File: src/rtl/interfaz_tx_scheduler_pkg.sv
// rtl/interfaz_tx_scheduler_pkg.sv - shared states, defaults and edge helper for the TX scheduler
package interfaz_tx_scheduler_pkg;

  typedef enum logic [2:0] {
    ST_IDLE   = 3'd0,
    ST_LOAD   = 3'd1,
    ST_HDR    = 3'd2,
    ST_WAIT_H = 3'd3,
    ST_DATA   = 3'd4,
    ST_WAIT_D = 3'd5,
    ST_GAP    = 3'd6
  } tx_state_e;

  localparam logic [7:0] HEADER_DEFAULT = 8'hA5;

  // Rising-edge convention shared with the RX side: current level high, previous sample low.
  function automatic logic rise_edge(input logic cur, input logic prev);
    return cur && !prev;
  endfunction

endpackage

File: src/rtl/interfaz_tx_scheduler_sync_fifo.sv
// rtl/interfaz_tx_scheduler_sync_fifo.sv - synchronous result queue with occupancy count
module sync_fifo #(
  parameter int NB_DATA    = 8,
  parameter int FIFO_DEPTH = 4
) (
  input  logic                          i_clk,
  input  logic                          i_rst,
  input  logic                          push,
  input  logic                          pop,
  input  logic [NB_DATA-1:0]            din,
  output logic [NB_DATA-1:0]            dout,
  output logic                          full,
  output logic                          empty,
  output logic [$clog2(FIFO_DEPTH):0]   level
);

  localparam int AW = $clog2(FIFO_DEPTH);
  localparam int LW = AW + 1;

  logic [NB_DATA-1:0] mem [FIFO_DEPTH];
  logic [AW-1:0]      wr_ptr;
  logic [AW-1:0]      rd_ptr;
  logic [LW-1:0]      level_r;
  logic               do_push;
  logic               do_pop;

  assign full    = (level_r == LW'(FIFO_DEPTH));
  assign empty   = (level_r == '0);
  assign do_pop  = pop && !empty;
  // A pop in the same cycle frees the slot, so a full queue may still accept.
  assign do_push = push && (!full || do_pop);
  assign dout    = mem[rd_ptr];
  assign level   = level_r;

  always_ff @(posedge i_clk) begin
    if (do_push) begin
      mem[wr_ptr] <= din;
    end
  end

  always_ff @(posedge i_clk) begin
    if (i_rst) begin
      wr_ptr  <= '0;
      rd_ptr  <= '0;
      level_r <= '0;
    end else begin
      if (do_push) wr_ptr <= wr_ptr + 1'b1;
      if (do_pop)  rd_ptr <= rd_ptr + 1'b1;
      case ({do_push, do_pop})
        2'b10:   level_r <= level_r + 1'b1;
        2'b01:   level_r <= level_r - 1'b1;
        default: level_r <= level_r;
      endcase
    end
  end

endmodule

File: src/rtl/interfaz_tx_scheduler.sv
// rtl/interfaz_tx_scheduler.sv - queues ALU results and sends header/result bytes to the UART TX
module interfaz_tx_scheduler
  import interfaz_tx_scheduler_pkg::*;
#(
  parameter int                NB_DATA     = 8,
  parameter int                FIFO_DEPTH  = 4,
  parameter int                SEND_HEADER = 1,
  parameter logic [NB_DATA-1:0] HEADER     = NB_DATA'(HEADER_DEFAULT),
  parameter int                TIMEOUT     = 2**16,
  parameter int                GAP_CYCLES  = 16
) (
  input  logic                          i_clk,
  input  logic                          i_rst,
  input  logic [NB_DATA-1:0]            i_result,
  input  logic                          i_result_valid,
  input  logic                          i_tx_done,
  output logic [NB_DATA-1:0]            o_tx_data,
  output logic                          o_tx_start,
  output logic                          o_busy,
  output logic                          o_full,
  output logic [$clog2(FIFO_DEPTH):0]   o_level,
  output logic                          o_overflow,
  output logic                          o_tx_err
);

  localparam int TW = $clog2(TIMEOUT);
  localparam int GW = (GAP_CYCLES > 1) ? $clog2(GAP_CYCLES) : 1;
  localparam logic [TW-1:0] TMO_LAST = TW'(TIMEOUT - 1);
  localparam logic [GW-1:0] GAP_LAST = GW'(GAP_CYCLES - 1);

  tx_state_e          state;
  tx_state_e          state_next;
  logic [NB_DATA-1:0] result_reg;
  logic [NB_DATA-1:0] tx_data_r;
  logic [TW-1:0]      tmo;
  logic [GW-1:0]      gap_cnt;
  logic               done_prev;
  logic               overflow_r;
  logic               tx_err_r;

  logic               fifo_pop;
  logic               fifo_full;
  logic               fifo_empty;
  logic [NB_DATA-1:0] fifo_dout;
  logic               push_ok;
  logic               done_edge;
  logic               tmo_hit;
  logic               gap_hit;
  logic               waiting;

  assign fifo_pop  = (state == ST_IDLE) && !fifo_empty;
  assign push_ok   = i_result_valid && (!fifo_full || fifo_pop);
  assign done_edge = rise_edge(i_tx_done, done_prev);
  assign tmo_hit   = (tmo == TMO_LAST);
  assign gap_hit   = (gap_cnt == GAP_LAST);
  assign waiting   = (state == ST_WAIT_H) || (state == ST_WAIT_D);

  sync_fifo #(
    .NB_DATA    (NB_DATA),
    .FIFO_DEPTH (FIFO_DEPTH)
  ) u_fifo (
    .i_clk (i_clk),
    .i_rst (i_rst),
    .push  (i_result_valid),
    .pop   (fifo_pop),
    .din   (i_result),
    .dout  (fifo_dout),
    .full  (fifo_full),
    .empty (fifo_empty),
    .level (o_level)
  );

  always_comb begin
    state_next = state;
    case (state)
      ST_IDLE:   if (!fifo_empty) state_next = ST_LOAD;
      ST_LOAD:   state_next = (SEND_HEADER != 0) ? ST_HDR : ST_DATA;
      ST_HDR:    state_next = ST_WAIT_H;
      ST_WAIT_H: begin
        if (done_edge)    state_next = ST_DATA;
        else if (tmo_hit) state_next = ST_GAP;
      end
      ST_DATA:   state_next = ST_WAIT_D;
      ST_WAIT_D: begin
        if (done_edge || tmo_hit) state_next = ST_GAP;
      end
      ST_GAP:    if (gap_hit) state_next = ST_IDLE;
      default:   state_next = ST_IDLE;
    endcase
  end

  always_ff @(posedge i_clk) begin
    if (i_rst) begin
      state      <= ST_IDLE;
      result_reg <= '0;
      tx_data_r  <= '0;
      tmo        <= '0;
      gap_cnt    <= '0;
      done_prev  <= 1'b0;
      overflow_r <= 1'b0;
      tx_err_r   <= 1'b0;
    end else begin
      state     <= state_next;
      done_prev <= i_tx_done;

      if (fifo_pop) result_reg <= fifo_dout;

      // Byte register changes only when a new start is about to be issued.
      if (state_next == ST_HDR)       tx_data_r <= HEADER;
      else if (state_next == ST_DATA) tx_data_r <= result_reg;

      if ((state == ST_HDR) || (state == ST_DATA)) tmo <= '0;
      else if (waiting && !tmo_hit)                tmo <= tmo + 1'b1;

      if (state != ST_GAP) gap_cnt <= '0;
      else if (!gap_hit)   gap_cnt <= gap_cnt + 1'b1;

      if (i_result_valid && !push_ok)          overflow_r <= 1'b1;
      if (waiting && !done_edge && tmo_hit)    tx_err_r   <= 1'b1;
    end
  end

  assign o_tx_data  = tx_data_r;
  assign o_tx_start = (state == ST_HDR) || (state == ST_DATA);
  assign o_busy     = (state != ST_IDLE) || !fifo_empty;
  assign o_full     = fifo_full;
  assign o_overflow = overflow_r;
  assign o_tx_err   = tx_err_r;

endmodule

File: config.mk
export PLATFORM = sky130hd
export DESIGN_NAME = interfaz_tx_scheduler
export DESIGN_NICKNAME = d
export VERILOG_FILES = /design/src/rtl/interfaz_tx_scheduler_pkg.sv /design/src/rtl/interfaz_tx_scheduler_sync_fifo.sv /design/src/rtl/interfaz_tx_scheduler.sv
export SDC_FILE = /design/constraint.sdc
export NUM_CORES = 1
export LEC_CHECK = 0
export ABC_AREA = 1
export CORE_AREA = 2 2 66 99
export DETAILED_ROUTE_END_ITERATION = 12
export DIE_AREA = 0 0 68 101
export GPL_TIMING_DRIVEN = 0
export PLACE_DENSITY = 0.82
export SYNTH_ARGS = -nofsm -noshare
export SYNTH_HDL_FRONTEND = slang
export SYNTH_HIERARCHICAL = 1
export SYNTH_SLANG_ARGS = --single-unit
File: constraint.sdc
create_clock -name i_clk -period 3.33 [get_ports i_clk]
set_input_delay 0.4995 -clock i_clk [delete_from_list [all_inputs] [get_ports i_clk]]
set_output_delay 0.4995 -clock i_clk [all_outputs]
set_load 0.01 [all_outputs]
==> results.md <==
- Status: complete, no violations
- Ports: 28
- Sequential-to-total area share from yosys stat: 54.3%
- Post-synthesis sequential element count: 83
- Post-synth EDFFs: 32
- Worst path top cell family by delay: simple AND/OR/NAND/NOR gates
- Yosys top cell by area: dfxtp_1
- Yosys cell types: 38
- Worst-path clk slew: 0.09 ns
- Die H: 101 um
- Fillers: 465
- Synthesized area: 3650 um2
- Fin crit share: 73.4%
- Wirelength, routed: 7.13 mm
- Slew Limit Headroom: about 45%
- CP dominant cell by count: nor2_1
- Core area: 6040 um2
- Final critical-path required period: 2.45 ns
- Largest regs: u_fifo/mem x32, tmo x16
- TritonCTS Buffers: 9
- First-pass GRT wire length: approximately 12 mm
- Vias per cell: 5.38
- CP max stage delay: 0.66 ns
- Critical path type: flop to flop
- Max FFs per register: 32
- Synth top area share: 28.0%
- CP Launch Type: flop
- Pin count of the biggest net entering global routing: 17
- Setup Fix Bufs, Post-CTS: 0
- Area after DPL: about 4000 um2
- Post-route DRC: 0
- Setup Viol. Count Final: 0
- RSZ-0062 raised after global routing: false
- Placed wire-length estimate: slightly above 5 mm
- Mean post-synth cell area: around 8.7 um2
- CP endpoint kind: flop
- Tightest Pin Transition: 0.827 ns
- Num rows: 35
- Max Clock Freq: 409 MHz
- Total gr overflow: 0
- Post-CTS Resized: 0
- CTS tree: done
- Pwr/cell area: 708 nW/um2
- Post-Synthesis Cells: between 400 and 500
- Total Nets Final: between 400 and 500
- Min-Delay Path Class: flop to flop
- Global Route Usage Sum: 23.3%
- Antenna violations before repair: 0
- Root Driver: clkbuf_8
- Gpl congestion: 0.853
- Final Cell Area: 4220 um2
- Slew Viols, Final: 0
- Post-Route Skew: 0.00620 ns
- DRT Pass-1 Iters: 5
- CP cell instances: nor2_1 > nand2_1 > nor2_1 > buf_2 > inv_1 > nand3_2 > nand2_1 > nor2_1
- H-tree depth: 3
- WP data required: 3.32 ns
- Vias: 2881
- Diode count: 0
- Crit path max-delay cell type: nor2_1
- Worst VDD drop: ~530 uV
- ANT nets after route: 0
- WP buf/inv: 2
- Die area: around 6900 um2
- Synth Flop Type: dfxtp_1
- Top cells by area, synth: dfxtp_1 28%, edfxtp_1 26%, nor2_1 8.3%
- Clock tree buffer depth: 2
- Port buffer count: 27
- Clk Latency, worst-skew pair: 0.36 ns
- Synth Warn #: 6
- Hold Buf Count CTS: 0
- DIE WIDTH: 68 um
- Starting Density: 60.4%
- Wire per inst: 13.3 um
- Number of global-route vias before repair: 2778
- Final hold violation count: 0
- Area grow syn2layout: 15.6%
- Crit-path max FO: 13
- Static leakage: 1.68 nW
- Iter 0 DRT Violations: 169
- Maxcap violations: 0
- Post-Syn Nets: 439
- Final TNS setup: 0 ns
- Share of cells above drive strength 1: around 11%
- Register with the most flip-flops: u_fifo/mem
- Crit path DAT: 2.44 ns
- Synth async-reset ratio: 0%
- CTS sink count: 83
cell usage after synthesis, types with 2 or more instances:
master / n
nor3_1: 4
clkbuf_1: 2
nor2_4: 4
nand3_1: 21
nand2_1: 56
inv_2: 3
o21ai_1: 3
nand2_2: 7
clkinv_1: 2
edfxtp_1: 32
ha_1: 7
o22ai_1: 8
or2_2: 2
dfxtp_1: 51
o21ai_0: 34
xor2_1: 2
o21ai_2: 5
nor2_2: 3
a21oi_1: 21
inv_1: 48
nand3_2: 2
a31oi_1: 3
buf_6: 2
nor2_1: 81
nand4_1: 3
through the flow:
stage	power [mW]	hold slack (ns)	cells	setup WS, ns	util [%]
after global placement	2.21	0.452	520	0.980	66.4
after floorplan	1.93	0.439	419	1.17	-
after detailed placement	2.25	0.458	520	0.910	66.4
after global routing	3.18	0.485	536	0.633	69.8
final	2.98	0.468	536	0.885	69.8
after CTS	3.00	0.471	536	0.885	69.8
cell usage in the layout (no fill, tap or decap), types with 2 or more instances in the layout:
cell / count
inv_6: 3
clkbuf_8: 9
inv_2: 3
clkinv_1: 2
nand2_2: 7
o22ai_1: 8
inv_1: 48
o21ai_0: 34
clkbuf_1: 2
nand3_2: 2
nand2_1: 56
nand3_1: 21
o21ai_2: 5
nor2_2: 3
clkinv_4: 3
ha_1: 7
buf_6: 2
nor2_4: 4
clkdlybuf4s50_1: 27
o21ai_1: 3
dfxtp_1: 51
nand4_1: 3
nor3_1: 4
a31oi_1: 3
nor2_1: 81
or2_2: 2
edfxtp_1: 32
a21oi_1: 21
xor2_1: 2
area by class of cell:
class	count	area [um2]	area share, %
sequential	83	1980	47.0
timing repair buffer	27	270	6.41
inverter	54	204	4.84
clock inverter	7	82.6	1.96
multi-input combinational	277	1430	33.8
clock buffer	9	124	2.94
tap	74	92.6	2.20
buffer	5	35.0	0.831
routing by layer:
metal	track usage, %	part of all wire (%)	up-vias	wire length [um]
li1	-	-	1452	-
met1	24.4	40	1350	2830
met2	41.3	54	62	3850
met3	5.14	3.8	17	274
met4	13.5	2.5	0	181
met5	0	0	-	0
final timing paths:
path	cells after the start	slack (ns)	to	startpoint
setup / recovery	8	0.88	u_fifo/mem[3][7]	state[1]
hold / removal	2	0.47	tmo[5]	tmo[5]
setup reg to reg	8	0.88	u_fifo/mem[3][7]	state[1]
hold reg to reg	2	0.47	tmo[5]	tmo[5]
report_power, final:
part	switching [mW]	internal (mW)	total, mW
Combinational	0.589	0.352	0.942
Sequential	0.0988	1.19	1.29
Clock	0.391	0.358	0.749
Total	1.08	1.91	2.98
tightest hold or removal path, cell delays in order (launching register included):
cell and delay, ns:
dfxtp_1 0.32, inv_1 0.06, a21oi_1 0.05
logic make-up after synthesis:
kind of cell	count (synthesis)	synth area share (%)
AO/OA/AOI/OAI	77	11.9
XOR/XNOR	3	0.721
adder cells (fa/ha/maj)	8	2.95
buffers and inverters	59	6.55
flip-flops	83	54.3
AND/OR/NAND/NOR	189	23.5
No activity file was read; power rests on OpenSTA's default activity.
==> variant: new RTL, same flow settings <==
Re-encode `tx_state_e` (7 states) as one-hot, 7 bits wide.
--- a/src/rtl/interfaz_tx_scheduler_pkg.sv
+++ b/src/rtl/interfaz_tx_scheduler_pkg.sv
@@ -2,12 +2,12 @@
 package interfaz_tx_scheduler_pkg;
 
-  typedef enum logic [2:0] {
-    ST_IDLE   = 3'd0,
-    ST_LOAD   = 3'd1,
-    ST_HDR    = 3'd2,
-    ST_WAIT_H = 3'd3,
-    ST_DATA   = 3'd4,
-    ST_WAIT_D = 3'd5,
-    ST_GAP    = 3'd6
+  typedef enum logic [6:0] {
+    ST_IDLE   = 7'b0000001,
+    ST_LOAD   = 7'b0000010,
+    ST_HDR    = 7'b0000100,
+    ST_WAIT_H = 7'b0001000,
+    ST_DATA   = 7'b0010000,
+    ST_WAIT_D = 7'b0100000,
+    ST_GAP    = 7'b1000000
   } tx_state_e;
 
Function: no difference found for any inputs over 10 cycles, from zero or initial values and one cycle with i_rst high; not proved beyond that.
==> variant against the original RTL <==
- wire length increased by 10%
- synthesized cell count increased by 8.6%
- sequential cell count increased by 4
- power decreased by 0.34%
- first-iteration DRC count increased by 6.5%
- die area unchanged
- setup slack got worse by 120 ps
- area after synthesis increased by 11%
- cell area increased by 9.9%
==> variant: results (changes against the original RTL) <==
[outcome]
status=completed  ; unchanged

[global_route]
grt_pass1_vias=3062  ; was 2778
grt_max_degree=15  ; was 17
met3_usage=0.0559  ; was 0.0514
grt_use_total=0.253  ; was 0.233
use_met1=0.262  ; was 0.244
use_met2=0.472  ; was 0.413
grt_pass1_wl_mm=13.1  ; was 11.8 mm

[drt]
drt_iter0_markers=180  ; was 169
met3_length_um=231  ; was 274 um
firstDrtPassIters=4  ; was 5

[worst_setup_path]
slowest_delay_ps=620  ; was 660 ps
r2r_slack_ps=760  ; was 880 ps
reg2regPathDepth=10  ; was 8

[power_and_ir_drop]
leakage_nw=1.80  ; was 1.68 nW
vdd_drop_max_mv=0.405  ; was 0.535 mV

[min_path]
min_path_cells=1  ; was 2
min_to=o_tx_err  ; was tmo[5]
hp-start=o_tx_err  ; was tmo[5]

[layout]
drive_gt1_frac=0.149  ; was 0.108
fill_cells=433  ; was 465

[yosys]
synth-xor-area-share=0.0239  ; was 0.00720
yosysSeqAreaShare=0.511  ; was 0.543
synth_common_cells=nor2_1, nand2_1, dfxtp_1  ; unchanged

[placement]
hpwl_mm=5.90  ; was 5.07 mm

[timing]
tightest_slew_ps=786  ; was 827 ps

[clock_tree]
numClockSinks=87  ; was 83

[variant: logic make-up after synthesis]
group	count (synthesis)
AND/OR/NAND/NOR	207
flip-flops	87
AO/OA/AOI/OAI	80
buffers and inverters	62
XOR/XNOR	11
adder cells (fa/ha/maj)	8
[variant: worst reg2reg max path, stage by stage (launching register included)]
cell and delay [ps]:
dfxtp_1 350, inv_2 80, nand3_2 120, inv_2 100, nand4_1 140, nor2_1 180, buf_2 260, inv_1 80
nand3_2 120, nand2_1 130, nor2_1 630
[variant: through the flow]
stage                     utilization  hold slack (ps)  cell area [um2]  std cells  power (W)
after CTS                       0.767              475             4640        572    0.00300
final                           0.767              470             4640        572    0.00297
after floorplan                     -              459             4040        455    0.00188
after detailed placement        0.728              455             4400        556    0.00215
after global routing            0.767              513             4640        572    0.00314
after global placement          0.728              451             4400        556    0.00212
[variant: how the worst max path moves through the flow]
stage | slack [ps] | startpoint | endpoint
floorplan | 1150 | state[4] | u_fifo/level[2]
global placement | 850 | state[4] | u_fifo/mem[0][6]
detailed placement | 790 | state[4] | u_fifo/mem[3][6]
CTS | 740 | state[4] | u_fifo/mem[3][0]
global route | 490 | state[6] | u_fifo/level[2]
finish | 760 | state[4] | u_fifo/mem[2][2]
[variant: final cells by class]
cell class | count | share of cell area
Buffer | 9 | 0.0178
Clock buffer | 10 | 0.0275
Clock inverter | 6 | 0.0235
Inverter | 53 | 0.0445
Multi-Input combinational cell | 306 | 0.364
Sequential cell | 87 | 0.445
Tap cell | 74 | 0.0200
Timing Repair Buffer | 27 | 0.0583
[variant: report_power, final]
group	switching [W]	total, W	internal (W)
Clock	0.000352	0.000848	0.000496
Sequential	0.0000923	0.00132	0.00123
Combinational	0.000496	0.000804	0.000308
Total	0.000941	0.00297	0.00203
